$ cat src/rtl/count_pkg.sv
`default_nettype none
// ----------------------------------------------------------------------------
// count_pkg : shared types and constants for the counter wrap tracker
// Revision  : 1.0
// ----------------------------------------------------------------------------
package count_pkg;

  localparam int CNT_W_DEF = 3;
  localparam int CNT_MAX   = (1 << CNT_W_DEF) - 1;

  typedef enum logic [1:0] {
    WAIT_FIRST = 2'd0,
    TRACK      = 2'd1,
    FAULT      = 2'd2
  } state_t;

  typedef enum logic [1:0] {
    STEP_HOLD    = 2'd0,
    STEP_UP      = 2'd1,
    STEP_DN      = 2'd2,
    STEP_ILLEGAL = 2'd3
  } step_t;

endpackage
`default_nettype wire

$ cat src/rtl/count_step_classify.sv
`default_nettype none
// ----------------------------------------------------------------------------
// count_step_classify : classifies one counter step (prev -> cnt) and flags wraps
// Revision            : 1.0
// ----------------------------------------------------------------------------
module count_step_classify
  import count_pkg::*;
#(
  parameter int               CNT_W = CNT_W_DEF,
  parameter logic [CNT_W-1:0] MAX   = CNT_W'(CNT_MAX)
) (
  input  logic [CNT_W-1:0] i_prev,
  input  logic [CNT_W-1:0] i_cnt,
  output step_t            o_step,
  output logic             o_wrap
);

  logic [CNT_W-1:0] w_diff;

  // Modulo difference: +1 and -1 (all ones) are the only legal moves.
  always_comb begin
    w_diff = i_cnt - i_prev;
    o_step = STEP_ILLEGAL;
    o_wrap = 1'b0;
    if (w_diff == '0) begin
      o_step = STEP_HOLD;
    end else if (w_diff == CNT_W'(1)) begin
      o_step = STEP_UP;
      o_wrap = (i_prev == MAX);
    end else if (w_diff == MAX) begin
      o_step = STEP_DN;
      o_wrap = (i_prev == '0);
    end
  end

endmodule
`default_nettype wire

$ cat src/rtl/count_wrap_tracker.sv
`default_nettype none
// ----------------------------------------------------------------------------
// count_wrap_tracker : tracks direction, laps and illegal steps of a narrow counter
// Revision           : 1.0
// ----------------------------------------------------------------------------
module count_wrap_tracker
  import count_pkg::*;
#(
  parameter int CNT_W = CNT_W_DEF,
  parameter int LAP_W = 8,
  parameter int ERR_W = 8
) (
  input  logic                   clk,
  input  logic                   rst,
  input  logic [CNT_W-1:0]       cnt_in,
  input  logic                   cnt_valid,
  input  logic                   clr,
  output logic                   dir_up,
  output logic                   wrap_up,
  output logic                   wrap_dn,
  output logic [LAP_W-1:0]       lap_count,
  output logic [LAP_W+CNT_W-1:0] ext_count,
  output logic                   lap_ovf,
  output logic                   err,
  output logic [ERR_W-1:0]       err_count
);

  localparam logic [LAP_W-1:0] c_lap_pos_max = {1'b0, {(LAP_W-1){1'b1}}};
  localparam logic [LAP_W-1:0] c_lap_neg_min = {1'b1, {(LAP_W-1){1'b0}}};
  localparam logic [ERR_W-1:0] c_err_sat     = '1;
  localparam logic [CNT_W-1:0] c_cnt_max     = '1;

  state_t           r_state;
  logic [CNT_W-1:0] r_prev;
  step_t            w_step;
  logic             w_wrap;

  count_step_classify #(
    .CNT_W (CNT_W),
    .MAX   (c_cnt_max)
  ) u_classify (
    .i_prev (r_prev),
    .i_cnt  (cnt_in),
    .o_step (w_step),
    .o_wrap (w_wrap)
  );

  always_ff @(posedge clk or negedge rst) begin
    if (!rst) begin
      r_state   <= WAIT_FIRST;
      r_prev    <= '0;
      dir_up    <= 1'b1;
      wrap_up   <= 1'b0;
      wrap_dn   <= 1'b0;
      lap_count <= '0;
      lap_ovf   <= 1'b0;
      err       <= 1'b0;
      err_count <= '0;
    end else if (clr) begin
      r_state   <= WAIT_FIRST;
      r_prev    <= '0;
      dir_up    <= 1'b1;
      wrap_up   <= 1'b0;
      wrap_dn   <= 1'b0;
      lap_count <= '0;
      lap_ovf   <= 1'b0;
      err       <= 1'b0;
      err_count <= '0;
    end else begin
      wrap_up <= 1'b0;
      wrap_dn <= 1'b0;
      if (cnt_valid) begin
        r_prev <= cnt_in;
        case (r_state)
          WAIT_FIRST: r_state <= TRACK;
          TRACK: begin
            case (w_step)
              STEP_UP: begin
                dir_up <= 1'b1;
                if (w_wrap) begin
                  wrap_up   <= 1'b1;
                  lap_count <= lap_count + LAP_W'(1);
                  if (lap_count == c_lap_pos_max) lap_ovf <= 1'b1;
                end
              end
              STEP_DN: begin
                dir_up <= 1'b0;
                if (w_wrap) begin
                  wrap_dn   <= 1'b1;
                  lap_count <= lap_count - LAP_W'(1);
                  if (lap_count == c_lap_neg_min) lap_ovf <= 1'b1;
                end
              end
              STEP_ILLEGAL: begin
                err     <= 1'b1;
                r_state <= FAULT;
                if (err_count != c_err_sat) err_count <= err_count + ERR_W'(1);
              end
              default: ;
            endcase
          end
          // FAULT only tracks the sample; exit is via clr or reset.
          default: ;
        endcase
      end
    end
  end

  assign ext_count = {lap_count, r_prev};

endmodule
`default_nettype wire

$ cat config.mk
export PLATFORM = sky130hd
export DESIGN_NAME = count_wrap_tracker
export DESIGN_NICKNAME = d
export VERILOG_FILES = /design/src/rtl/count_pkg.sv /design/src/rtl/count_step_classify.sv /design/src/rtl/count_wrap_tracker.sv
export SDC_FILE = /design/constraint.sdc
export NUM_CORES = 1
export LEC_CHECK = 0
export CORE_MARGIN = 4
export CORE_UTILIZATION = 40
export DETAILED_ROUTE_END_ITERATION = 10
export DONT_BUFFER_PORTS = 1
export PLACE_DENSITY = 0.63
export SYNTH_ARGS = -nofsm -noshare
export SYNTH_HDL_FRONTEND = slang
export SYNTH_HIERARCHICAL = 1
export SYNTH_SLANG_ARGS = --single-unit
$ cat constraint.sdc
create_clock -name clk -period 5 [get_ports clk]
set_input_delay 0.25 -clock clk [delete_from_list [all_inputs] [get_ports clk]]
set_output_delay 0.25 -clock clk [all_outputs]
set_load 0.02 [all_outputs]
==> metrics.csv <==
stage,metric,value,unit
worst_setup_path,critPathArrivalTime,4.33,ns
final_layout,area_growth,2.82,%
drt,post_drt_wl_per_cell,16.3,microns
worst_setup_path,required,5.19,ns
worst_setup_path,rr_endpoint,lap_count[7],
global_routing,grt_pass1_vias,1402,
floorplan,rows,23,
worst_setup_path,endpoint,lap_count[7],
worst_setup_path,cp.depth,13,
place,dpl_worst_slack,0.914,ns
floorplan,dieArea,5440,sq um
drt,highest-signal-layer,met4,
global_routing,antenna_found_initial,0,
clocking,cts_root_buf,clkbuf_8,
clocking,cts_max_level,1,
global_routing,grt_max_degree,37,
floorplan,dieHeight,73.8,microns
pwr,leakage,0.772,nW
worst_setup_path,cp_max_fo,12,
final_layout,n_antenna_cell,0,
pwr,total_power,0.482,mW
worst_setup_path,path_cells,ha_1 -> fa_1 -> xnor3_1 -> and3_1 -> nor2_1 -> nand2b_1 -> inv_2 -> ha_1 -> a21o_1 -> or3b_1 -> o311a_1 -> or2_0 -> o211ai_1,
worst_setup_path,r2r_cells,13,
final_layout,layout-drive-gt1-share,6.08,%
clocking,post-cts-setup-buffers,0,
pwr,p_per_area,271,nW/um^2
drt,final_antenna_net_count,0,
worst_setup_path,crit_slowest_cell,dfrtp_1,
synth,yosys_register_bits,26,
drt,drc_errors,0,
worst_setup_path,timing.rr.start,r_prev[0],
clocking,cts_tree,built,
clocking,clock_latency,0.27,ns
synth,synth_area,1730,sq um
sta,grt_setup_unrepaired,no,
worst_setup_path,r2r_setup_slack,0.86,ns
clocking,cts_buffers,3,
global_routing,grt_pass1_wl,6580,microns
clocking,cts.sinks,26,
drt,vias,1345,
synth,synth_edf_count,0,
synth,ys_seq_area_share,37.7,%
final_layout,nets,196,
final_layout,final_common_cell,dfrtp_1,
place,gp_congestion,0.906,
worst_hold_path,hold_class,input pin to register,
place,place_hpwl,2690,microns
final_layout,stdcell_count,231,
final_layout,mostFrequentLayoutCells,"25 x dfrtp_1, 24 x nor2_1, 12 x a21oi_1",
worst_setup_path,crit_buf_inv,1,
drt,vias_per_cell,5.82,
synth,netlist_instances,193,
drt,wl,3780,microns
clocking,cts_max_path_buffers,2,
synth,async_flop_share,100,%
drt,dr_wl_met2,1860,microns
worst_setup_path,crit_top_cell,ha_1,
global_routing,grt_usage,15.1,%
outcome,status,completed,
synth,synth.avg_cell_area,8.97,sq um
job,cap_violations,0,
synth,synth_nets,207,
drt,first_iter_violations,107,
drt,first_pass_iters,4,
worst_setup_path,critPathKind,register to register,
sta,max-slew-margin-rel,52.3,%
worst_setup_path,path_delay_family,simple AND/OR/NAND/NOR gates,
sta,clock_skew,0.00560,ns
worst_setup_path,cp-startpoint,r_prev[0],
sta,slew_violations,0,
sta,fin_ws,0.861,ns
sta,period_share,82.8,%
place,numPortBuffers,0,
worst_setup_path,cp-start-kind,register,
worst_setup_path,critPathCaptureType,register,
global_routing,grt-ovfl-total,0,
sta,fin_setup_tns,0,ns
clocking,cts_resized,0,
sta,finalSetupViolCount,0,
drt,met1Wirelength,1650,microns
synth,synth_cell_types,48,
synth,ys.flop_type,dfrtp_1,
sta,final-hold-violation-count,0,
drt,dr_wl_met3,224,microns
place,place_inst,225,
sta,fmax,242,MHz
floorplan,dieWidth,73.8,microns
sta,timing.final.crit_period,4.14,ns
floorplan,coreArea,4090,sq um
floorplan,boundaryPins,39,
floorplan,initial_utilization,42.3,%
pwr,irDropWorstVdd,0.129,mV
clocking,clk_pin_slew_worst_paths,0.10,ns
synth,yosys_warnings,6,
sta,worst_slew_pin_slew,0.716,ns
worst_setup_path,critPathMaxStageDelay,0.50,ns
[worst min-delay path by stage]
stage          from           end  slack, ns  cells past startpoint
2_1_floorplan   rst           err      -0.05                      0
5_1_grt         clr  err_count[5]       0.01                      1
4_1_cts         clr  err_count[5]       0.02                      1
3_3_place_gp    rst  err_count[5]      -0.04                      0
3_5_place_dp    rst  err_count[4]      -0.04                      0
6_report        clr  err_count[5]       0.03                      1
[per-stage QoR]
step	hold slack, ns	instance area (sq um)	util [%]
global placement	-0.0447	1680	41.1
CTS	0.0213	1780	43.5
global route	0.0103	1780	43.5
floorplan	-0.0456	1730	-
detailed placement	-0.0449	1680	41.1
finish	0.0294	1780	43.5
[Yosys cell counts (2+ instances only)]
library cell / number / area share [%]
nand3b_1: 4 / 1.7
a21oi_1: 12 / 3.5
xnor2_1: 5 / 2.5
buf_2: 2 / 0.58
nor3_1: 8 / 2.3
buf_4: 10 / 4.3
o21bai_1: 2 / 0.87
o211ai_1: 3 / 1.3
nor2_1: 24 / 5.2
nand4_1: 4 / 1.4
clkbuf_1: 5 / 1.1
nor2b_1: 2 / 0.72
nand2b_1: 3 / 1.1
nand3_1: 6 / 1.7
nor4_1: 3 / 1.1
and2_1: 2 / 0.72
nand2_1: 11 / 2.4
ha_1: 6 / 4.3
or4_1: 2 / 0.87
dfrtp_1: 25 / 36
a211oi_1: 2 / 0.87
o21ai_1: 7 / 2.0
inv_1: 4 / 0.87
or3_1: 4 / 1.4
xor2_1: 3 / 1.5
and3_1: 4 / 1.4
mux2i_1: 4 / 2.3
o21ai_0: 3 / 0.87
a21o_1: 2 / 0.87
nand4b_1: 3 / 1.5
[routing by layer]
layer / vias to the layer above / GRT usage, %
li1: 658 / -
met1: 637 / 19.1
met2: 46 / 25.4
met3: 4 / 3.69
met4: 0 / 4.43
met5: - / 0
[cell type report]
cell class | instances | area, sq um
flip-flops and latches | 26 | 652
repair buffers | 2 | 30.0
clock buffers | 3 | 41.3
inverters | 5 | 18.8
multi-input cells | 144 | 945
clock inverters | 1 | 30.0
fillers | 402 | 2310
well taps | 50 | 62.6
[logic make-up after synthesis]
| kind of cell | after synthesis | share of synthesized area, % |
|---|---|---|
| xor gates and xnor gates | 9 | 5.35 |
| adders and majority gates | 8 | 6.07 |
| AOI/OAI and AO/OA | 36 | 13.7 |
| and+or+nand+nor | 86 | 26.5 |
| muxes | 5 | 2.96 |
| buffers and inverters | 23 | 7.74 |
| DFF | 26 | 37.7 |
[power breakdown]
part,switching (mW),total (mW),internal [mW]
clock,0.0680,0.175,0.107
combinational,0.0461,0.0757,0.0296
sequential,0.0148,0.232,0.217
[timing repair]
| action | 4_1_cts | 5_1_grt |
|---|---|---|
| endpoints found under the setup margin | 0 | 0 |
| hold endpoints to repair | 26 | 0 |
| hold buffers | 2 | 0 |
[state kept, by name (all words and copies together), names as in the netlist]
name	count
r_state	2
err_count	8
lap_count	8
r_prev	3
lap_ovf	1
wrap_dn	1
err	1
wrap_up	1
dir_up	1
Note: power is estimated with default switching activity, not from simulation.
